===== config.mk =====
export PLATFORM = sky130hd
export DESIGN_NAME = nn_layer_sequencer
export DESIGN_NICKNAME = d
export VERILOG_FILES = /design/src/rtl/nn_layer_sequencer.sv
export SDC_FILE = /design/constraint.sdc
export NUM_CORES = 1
export LEC_CHECK = 0
export ABC_AREA = 1
export BUFFER_PORTS_ARGS = -buffer_cell sky130_fd_sc_hd__buf_4
export CORE_ASPECT_RATIO = 1.2
export CORE_MARGIN = 5
export CORE_UTILIZATION = 30
export CTS_CLUSTER_SIZE = 8
export DETAILED_ROUTE_END_ITERATION = 12
export PLACE_DENSITY = 0.69
export REMOVE_ABC_BUFFERS = 1
export SLEW_MARGIN = 15
export SYNTH_ARGS = -nofsm -noshare
export SYNTH_HDL_FRONTEND = slang
export SYNTH_SLANG_ARGS = --single-unit
export TNS_END_PERCENT = 10

===== constraint.sdc =====
create_clock -name clock -period 2.6 [get_ports clock]
set_input_delay 0.26 -clock clock [delete_from_list [all_inputs] [get_ports clock]]
set_output_delay 0.26 -clock clock [all_outputs]
set_load 0.01 [all_outputs]

===== src/rtl/nn_layer_sequencer.sv =====
// In-order sequencer for NUM_LAYERS ap_ctrl_hs kernels behind an ap_ctrl_chain interface.
// Optional: define NN_SEQ_PROFILE_EN to enable per-layer latency counters on layer_cycles.
module nn_layer_sequencer #(
  parameter int NUM_LAYERS = 6,
  parameter int CNT_W      = 32
) (
  input  logic                          clock,
  input  logic                          reset,
  input  logic                          ap_start,
  input  logic                          ap_continue,
  output logic                          ap_ready,
  output logic                          ap_done,
  output logic                          ap_idle,
  output logic [NUM_LAYERS-1:0]         layer_start,
  input  logic [NUM_LAYERS-1:0]         layer_ready,
  input  logic [NUM_LAYERS-1:0]         layer_done,
  output logic [$clog2(NUM_LAYERS):0]   cur_layer,
  output logic [CNT_W-1:0]              run_count,
  output logic                          seq_err,
  output logic [NUM_LAYERS*CNT_W-1:0]   layer_cycles
);
  localparam int LW = $clog2(NUM_LAYERS) + 1;
  localparam logic [LW-1:0] LAST = LW'(NUM_LAYERS - 1);

  typedef enum logic [1:0] {S_IDLE, S_RUN, S_DONE} state_t;

  state_t                state, state_next;
  logic [LW-1:0]         idx, idx_next;
  logic [NUM_LAYERS-1:0] act_mask;
  logic                  act_done, act_ready, act_start;
  logic                  enter_layer, finish_run, multi_done, err_now;

  always_comb begin
    act_mask  = NUM_LAYERS'(1) << idx;
    act_done  = |(layer_done & act_mask);
    act_ready = |(layer_ready & act_mask);
    act_start = |(layer_start & act_mask);
  end

  always_ff @(posedge clock) begin
    if (reset) begin
      state <= S_IDLE;
      idx   <= '0;
    end else begin
      state <= state_next;
      idx   <= idx_next;
    end
  end

  always_comb begin
    state_next = state;
    idx_next   = idx;
    unique case (state)
      S_IDLE: if (ap_start) begin
        state_next = S_RUN;
        idx_next   = '0;
      end
      S_RUN: if (act_done) begin
        if (idx == LAST) state_next = S_DONE;
        else             idx_next   = idx + LW'(1);
      end
      S_DONE: if (ap_continue) state_next = S_IDLE;
      default: state_next = S_IDLE;
    endcase
  end

  always_comb begin
    ap_idle   = (state == S_IDLE);
    ap_done   = (state == S_DONE);
    cur_layer = (state == S_RUN) ? idx : '0;
  end

  always_comb begin
    enter_layer = ((state == S_IDLE) && ap_start) ||
                  ((state == S_RUN) && act_done && (idx != LAST));
    finish_run  = (state == S_RUN) && act_done && (idx == LAST);
    multi_done  = |(layer_done & (layer_done - NUM_LAYERS'(1)));
    err_now     = multi_done |
                  ((state == S_RUN) ? |(layer_done & ~act_mask) : |layer_done);
  end

  // Start is dropped after the first ready/done of the active layer; done counts as ready.
  always_ff @(posedge clock) begin
    if (reset) begin
      layer_start <= '0;
      ap_ready    <= 1'b0;
      run_count   <= '0;
      seq_err     <= 1'b0;
    end else begin
      if (enter_layer)
        layer_start <= NUM_LAYERS'(1) << idx_next;
      else if ((state == S_RUN) && (act_ready || act_done))
        layer_start <= '0;
      ap_ready <= (state == S_RUN) && (idx == '0) && act_start && (act_ready || act_done);
      if (finish_run) run_count <= run_count + CNT_W'(1);
      if (err_now) seq_err <= 1'b1;
    end
  end

`ifdef NN_SEQ_PROFILE_EN
  logic [CNT_W-1:0] lat_cnt [NUM_LAYERS];

  // Counter is loaded with 1 on entry so the start cycle is included in the latched value.
  always_ff @(posedge clock) begin
    if (reset) begin
      for (int unsigned i = 0; i < NUM_LAYERS; i++) lat_cnt[i] <= '0;
      layer_cycles <= '0;
    end else begin
      for (int unsigned i = 0; i < NUM_LAYERS; i++) begin
        if (enter_layer && (idx_next == LW'(i)))
          lat_cnt[i] <= CNT_W'(1);
        else if ((state == S_RUN) && (idx == LW'(i)) && !act_done && (lat_cnt[i] != '1))
          lat_cnt[i] <= lat_cnt[i] + CNT_W'(1);
        if ((state == S_RUN) && (idx == LW'(i)) && act_done)
          layer_cycles[i*CNT_W +: CNT_W] <= lat_cnt[i];
      end
    end
  end
`else
  always_comb layer_cycles = '0;
`endif

endmodule


# Yosys cells after proc, flatten, opt, wreduce, memory -nomap -nowiden

Cells that the tools add are included.

Register bits after elaboration: 46
Input bits: 16
Output and inout bits: 238
Logic and storage cells: 59

$add $sub $neg: 3
Equal/unequal tests: 8
Shifts and indexed selects: 2
Mux-type cells: 13
Bitwise operators: 7
Reduce and logical (&&, ||, !) cells: 20

Operators with widths:

| cell                                                | count |
|---|---|
| OR reduction 6 bit                                  | 6 |
| adder 32 x 1 -> 32 bit, second input constant       | 1 |
| AND 6 bit                                           | 5 |
| two-way mux 4 bit                                   | 4 |
| two-way mux 6 bit                                   | 2 |
| left shift 1 x 4 -> 6 bit, first input constant     | 2 |
| logical AND 1 bit                                   | 8 |
| two-way mux 2 bit                                   | 4 |
| != test 2 bit, second input constant                | 4 |
| one-hot mux 4 bit (2 select lines)                  | 1 |
| NOT 6 bit                                           | 1 |
| one-hot mux 2 bit (3 select lines)                  | 1 |
| subtractor 6 x 1 -> 6 bit, second input constant    | 1 |
| adder 4 x 1 -> 4 bit, second input constant         | 1 |
| equality test 4 x 3 -> 1 bit, second input constant | 1 |
| zero test 4 bit                                     | 1 |
| != test 4 x 3 -> 1 bit, second input constant       | 1 |
| AND reduction 4 bit                                 | 1 |
| equality test 2 x 1 -> 1 bit, second input constant | 1 |
| equality test 2 bit, second input constant          | 1 |
| zero test 2 bit                                     | 1 |
| logical OR 1 bit                                    | 2 |
| nonzero test 2 bit                                  | 1 |
| two-way mux 1 bit                                   | 1 |
| OR 1 bit                                            | 1 |

# Depth between registers and ports, before layout

Gate-level depths: netlist of the first run.

Depth in word-level cells: 7
Gate-level depth with buffers: 15
Gate-level depth less buffers: 14

# Worst setup path after synthesis of the first run

Ideal clock, no wire load.

Kind: reg-to-reg
Start: register idx[0]
End: register run_count[16]
Library setup time: 0.128 ns
Arrival: 1.671 ns
Data required time: 2.472 ns
Path slack: 0.801 ns
Cell stages (with the launch flop): 13
Buffers on the path: 1
Period minus slack after synthesis: 1.799 ns
Cells stage by stage: dfxtp_1 > inv_1 > ha_1 > nand3_1 > nand2_1 > nor2_4 > nand2_4 > nand3_4 > inv_4 > buf_6 > nand2_2 > xor2_1 > nor2_1

Longest elaborated chain between the ends: 5
Elaborated cells between the ends (all ways): 6
Classes of those cells: eq/ne: 1; shift: 1; bitwise: 1; reduce/logical: 3

Ends and longest elaborated chain:

| item                      | RTL line | text |
|---|---|---|
| from (decl)               | 28       | `logic [LW-1:0] idx, idx_next;` |
| from (signal assigned)    | 46       | `idx <= idx_next;` |
| left shift 1 x 4 -> 6 bit | 34       | `act_mask = NUM_LAYERS'(1) << idx;` |
| AND 6 bit                 | 35       | `act_done = \|(layer_done & act_mask);` |
| OR reduction 6 bit        | 35       |  |
| logical AND 1 bit         | 76       | `finish_run = (state == S_RUN) && act_done && (idx == LAST);` |
| logical AND 1 bit *       | 76       |  |
| to (signal assigned)      | 95       | `if (finish_run) run_count <= run_count + CNT_W'(1);` |
| to (decl)                 | 18       | `output logic [CNT_W-1:0] run_count,` |

Mark *: on every way between the ends. The rest lies on a longest branch, timed or not.
A chain may end at the register's enable or synchronous reset.

# Worst setup path in the final report of the first run

Start: register idx[2]
End: register run_count[10]

The elaborated chain is that of the path after synthesis.

==> impl_metrics.json, run 1 <==
{
  "setup_violations": 0,
  "finClkSkew_ns": 0.00800,
  "tritoncts": "built",
  "final_nets": 730,
  "layoutNonFillerInstCount": 884,
  "start_kind": "flip-flop",
  "synth-compound-area-share": 0.0677,
  "dp_cells": 876,
  "hold_buffers": 0,
  "synth-simple-area-share": 0.282,
  "pin_count": 254,
  "antenna_found_initial": 0,
  "place.gp.congestion": 0.902,
  "synth.avg_cell_area_um2": 6.78,
  "yosys.area_share.adder": 0.0170,
  "synth-seq-cells": 46,
  "async_reset_ff_frac": 0,
  "path_cells": "inv_1, ha_1, nand3_1, nand2_1, nor2_4, nand2_4, nand3_4, buf_4, nor2_1, o21ai_0, a31oi_1",
  "place_hpwl_um": 8590,
  "vdd_ir_drop_max_uv": 208,
  "hold_viol_final": 0,
  "n_fill_cell": 1588,
  "grt_pass1_vias": 3210,
  "synth_edf_count": 0,
  "outcome": "completed",
  "fmax_ghz": 0.446,
  "dieWidth_um": 121,
  "cts-root-buf": "clkbuf_16",
  "wire_per_inst_um": 11.8,
  "crit_path_end_kind": "flip-flop",
  "synthFlopType": "dfxtp_1",
  "row_count": 48,
  "drt_iter0_drc": 260,
  "ys_warn_count": 0,
  "clk_pin_slew_ns": 0.07,
  "post-cts-setup-buffers": 0,
  "worstPathArrival_ns": 2.41,
  "syn_area_um2": 4410,
  "postLayoutCellArea_um2": 4460,
  "required_ns": 2.77,
  "synth_cell_types": 40,
  "grt_pass1_wl_um": 15700,
  "ys_seq_area_frac": 0.209,
  "rsz0062_at_grt": "false",
  "place_area_um2": 4310,
  "cts_buffer_depth": 2,
  "area_growth_pct": 0.935,
  "critPathSlowestCell": "dfxtp_1",
  "port_buffers": 61,
  "synth_mux_area_frac": 0,
  "p_leak_nw": 2.13,
  "period_minus_slack_ns": 2.24,
  "maxCapViolCount": 0,
  "grt-ovfl-total": 0,
  "routed_wirelength_um": 10400,
  "track_usage": 0.112,
  "coreArea_um2": 14400,
  "critPathKind": "reg -> reg",
  "drc": 0,
  "fin_tns_setup_ns": 0,
  "slowest_delay_ns": 0.55,
  "vias": 3620,
  "diodes": 0,
  "layout_commonest_cell": "conb_1",
  "ctsResizeCount": 0,
  "drive_gt1_frac": 0.145,
  "p_per_area_nw_per_um2": 377,
  "clk_latency_ns": 0.29,
  "min_period_over_period": 0.863,
  "regArea_um2": 921,
  "clock_sinks": 46,
  "ant_nets": 0,
  "synthCells": 651,
  "die_h_um": 143,
  "p_total_w": 0.00168,
  "synth_top_family_by_area": "buffers and inverters",
  "htreeDepth": 2,
  "crit_fanout": 19,
  "initial_utilization": 0.306,
  "vias_per_cell": 4.10,
  "dieArea_um2": 17200,
  "firstDrtPassIters": 4,
  "most-common-layout-cells": "conb_1, nand2_1, buf_4, inv_1, nor2_1",
  "worstHoldPathType": "in -> reg",
  "grt_max_degree": 34,
  "finalMaxSlewViolations": 0,
  "synthXorXnorAreaFrac": 0.0317,
  "multiInputGateArea_um2": 2480,
  "cts_buffers": 5
}
## worst max-delay path: cells and delay by family, from the launching register on
family	cells	cell delay, ns
AOI/OAI and AO/OA	2	0.21
buffers and inverters	2	0.44
DFF	1	0.55
and+or+nand+nor	6	0.64
adders and majority gates	1	0.28
## cells by family (layout without fill, tap and decap cells)
logic type                 Yosys count  after routing
and+or+nand+nor                    267            267
buffers and inverters              261            128
AOI/OAI and AO/OA                   54             54
DFF                                 46             46
xor gates and xnor gates            16             16
adders and majority gates            6              6
other                                1            192
## metal layers
layer	vias to the layer above	track usage	wire [um]	part of all wire
met5	-	0	0	0
li1	1794	-	-	-
met4	0	0.0340	170	0.016
met3	20	0.0305	1060	0.10
met2	206	0.206	5350	0.51
met1	1600	0.126	3850	0.37
## path summary, 6_finish.rpt
kind / startpoint / end / slack (ns) / cells past startpoint
worst max-delay path: idx[2] / run_count[10] / 0.36 / 11
worst min-delay path: ap_continue / state[1] / 0.28 / 4
worst max register to register: idx[2] / run_count[10] / 0.36 / 11
worst min register to register: run_count[30] / run_count[30] / 0.49 / 2
## power breakdown
part / total, W / internal [W] / switching [W] / leakage, nW
clock: 0.000642 / 0.000356 / 0.000286 / 0.0698
combinational: 0.000314 / 0.0000676 / 0.000246 / 1.69
sequential: 0.000725 / 0.000714 / 0.0000110 / 0.372
## final cells by class
class	count	area share
sequential	46	0.207
clock inverter	3	0.00477
multi-input combinational	535	0.557
timing repair buffer	63	0.106
tap	175	0.0491
inverter	57	0.0486
clock buffer	5	0.0281
## cells in the mapped netlist, types with 6 or more instances
| master | count | area (um^2) |
|---|---|---|
| nand3_1 | 26 | 130 |
| nand2_2 | 7 | 43.8 |
| xor2_1 | 11 | 96.3 |
| a21oi_1 | 35 | 175 |
| ha_1 | 6 | 75.1 |
| nand4_1 | 13 | 81.3 |
| inv_1 | 51 | 191 |
| nor2_1 | 50 | 188 |
| buf_4 | 192 | 1440 |
| dfxtp_1 | 46 | 921 |
| nand2_1 | 130 | 488 |
| nor3_1 | 15 | 75.1 |
| nor2_2 | 7 | 43.8 |
| o21ai_0 | 11 | 55.1 |
## flip-flops by register name, indices dropped and copies added (netlist names)
name,flops
state,2
idx,4
seq_err,1
layer_start,6
run_count,32
ap_ready,1
## through the flow
step / util / setup slack [ns] / hold slack [ns]
2_1_floorplan: - / 0.568 / 0.329
3_3_place_gp: 0.299 / 0.481 / 0.478
3_5_place_dp: 0.299 / 0.372 / 0.481
4_1_cts: 0.309 / 0.360 / 0.280
5_1_grt: 0.309 / 0.0759 / 0.295
6_report: 0.309 / 0.356 / 0.282
Note: power is estimated with default switching activity, not from simulation.
==> run 2: changes to the inputs <==
Settings changed: ABC_AREA 1 to default, CORE_MARGIN 5 to default, PLACE_DENSITY 0.69 to 0.71.
==> impl_metrics.json, run 2 <==
{
  "outcome": "completed",
  "finClkSkew_ns": 0.0107,
  "final_nets": 574,
  "start_kind": "flip-flop",
  "pin_count": 254,
  "r2r-start": "idx[1]",
  "initial_utilization": 0.308,
  "yosys-top-cells-area": "buf_4, dfxtp_1, xnor2_1",
  "grt_pass1_vias": 2216,
  "vias_per_cell": 3.93,
  "yosys.area_share.adder": 0.0219,
  "htreeDepth": 2,
  "p_total_w": 0.00165,
  "cts_buffers": 5,
  "post-cts-setup-buffers": 0,
  "row_count": 45,
  "synth.avg_cell_area_um2": 7.89,
  "rrSetupSlack_ns": 0.26,
  "cts_buffer_depth": 2,
  "vdd_ir_drop_max_uv": 294,
  "worstPathArrival_ns": 2.51,
  "synth_cell_types": 51,
  "synth_top_cell_by_area": "buf_4",
  "tritoncts": "built",
  "hold_viol_final": 0,
  "period_minus_slack_ns": 2.34,
  "min_period_over_period": 0.900,
  "most-common-layout-cells": "conb_1, buf_4, dfxtp_1, nor2_1, nand2_1",
  "synthCells": 492,
  "synth-simple-area-share": 0.185,
  "dieWidth_um": 106,
  "r2r_cells": 9,
  "syn_area_um2": 3880,
  "largest_register_ffs": 32,
  "drive_gt1_frac": 0.161,
  "synthXorXnorAreaFrac": 0.0497,
  "diodes": 0,
  "p_leak_nw": 1.78,
  "hold_buffers": 0,
  "synthFlopType": "dfxtp_1",
  "antenna_found_initial": 0,
  "layout_commonest_cell": "conb_1",
  "ys_seq_area_frac": 0.237,
  "min_from": "reset",
  "ys_warn_count": 0,
  "synth_top_family_by_area": "buffers and inverters",
  "wire_per_inst_um": 10.4,
  "firstDrtPassIters": 4,
  "top_regs": "run_count: 32 flops, layer_start: 6 flops, idx: 4 flops",
  "grt_pass1_wl_um": 11300,
  "coreArea_um2": 12600,
  "die_h_um": 127,
  "dieArea_um2": 13400,
  "regMostFlops": "run_count",
  "ctsResizeCount": 0,
  "cts-root-buf": "clkbuf_16",
  "crit_fanout": 21,
  "crit_path_end": "run_count[11]",
  "port_buffers": 61,
  "vias": 2818,
  "ant_nets": 0,
  "critPathKind": "reg -> reg",
  "fmax_ghz": 0.427,
  "synth_commonest_cells": "buf_4, dfxtp_1, nor2_1",
  "crit_path_end_kind": "flip-flop",
  "holdWs_ns": 0.225,
  "clk_pin_slew_ns": 0.07,
  "clock_sinks": 46,
  "yosysMostFrequentCell": "buf_4",
  "fin_tns_setup_ns": 0,
  "setup_violations": 0,
  "async_reset_ff_frac": 0,
  "layout_setup_ws_ns": 0.260,
  "layoutNonFillerInstCount": 717,
  "drt_iter0_drc": 93,
  "clk_latency_ns": 0.29,
  "synth-compound-area-share": 0.0987,
  "n_fill_cell": 1358,
  "yosys.area.top_type_share": 0.375,
  "grt_max_degree": 37,
  "track_usage": 0.106,
  "post-place-ws_ns": 0.265,
  "place_hpwl_um": 5850,
  "rsz0062_at_grt": "false",
  "grt-ovfl-total": 0,
  "synth_mux_area_frac": 0.00258,
  "r2r_end": "run_count[11]",
  "drc": 0,
  "dp_cells": 709,
  "worstHoldPathType": "in -> reg",
  "maxCapViolCount": 0,
  "required_ns": 2.77,
  "finalMaxSlewViolations": 0,
  "p_per_area_nw_per_um2": 418,
  "cp-startpoint": "idx[1]",
  "place.gp.congestion": 0.826,
  "routed_wirelength_um": 7470,
  "area_growth_pct": 1.68,
  "synth_edf_count": 0,
  "synth-seq-cells": 46
}
==> run 2: cell count changes after synthesis, sizes merged, moves of 9 or more <==
cell,change
inv,-39
xnor2,+15
xor2,-9
nor2,-14
nand2,-114
or3,+11
nand3,-20
a21oi,-16
==> run 2: routing by layer <==
metal  vias to the layer above  global-route usage  wire, um
met1                      1271               0.118      2910
met4                         0              0.0319        90
met2                       181               0.199      3880
li1                       1358                   -         -
met5                         -                   0         0
met3                         8              0.0221       591
==> run 2: layout make-up <==
class / instances / area, um^2 / area share
clock inverters: 2 / 16.3 / 0.00412
flip-flops and latches: 46 / 921 / 0.233
repair buffers: 65 / 488 / 0.124
clock buffers: 6 / 139 / 0.0352
well taps: 164 / 205 / 0.0520
inverters: 18 / 67.6 / 0.0171
multi-input cells: 416 / 2110 / 0.534
==> run 2: worst min-delay path by stage <==
stage                                 to  cells past startpoint
after floorplan            run_count[12]                      1
after global placement    layer_start[4]                      2
after detailed placement  layer_start[4]                      2
after CTS                         idx[1]                      2
after global routing              idx[0]                      2
final                             idx[1]                      2
==> run 2: critical path, stage by stage (launching register included) <==
cell and delay [ns]:
dfxtp_1 0.38, inv_1 0.11, ha_1 0.30, a221oi_1 0.49, o2111ai_2 0.24, nand4_1 0.16
buf_4 0.25, nor3_1 0.10, xnor2_1 0.14, nor2_1 0.05
==> run 2: stage by stage <==
stage | utilization | cell area [um^2]
4_1_cts | 0.313 | 3950
6_report | 0.313 | 3950
3_5_place_dp | 0.300 | 3790
2_1_floorplan | - | 3100
5_1_grt | 0.313 | 3950
3_3_place_gp | 0.300 | 3790
==> run 2: cells by family (layout without fill, tap and decap cells) <==
group           Yosys count  after routing
buf+inv                 221             91
other cells               1            192
compound gates           56             56
mux                       1              1
flops                    46             46
fa+ha+maj                 7              7
xor+xnor                 22             22
simple gates            138            138
==> run 2: power breakdown <==
| part | switching (W) | internal, W | total, W | leakage, nW |
|---|---|---|---|---|
| clock network | 0.000293 | 0.000387 | 0.000680 | 0.0735 |
| registers | 0.00000644 | 0.000711 | 0.000717 | 0.372 |
| logic | 0.000198 | 0.0000553 | 0.000254 | 1.33 |
| total | 0.000498 | 0.00115 | 0.00165 | 1.78 |
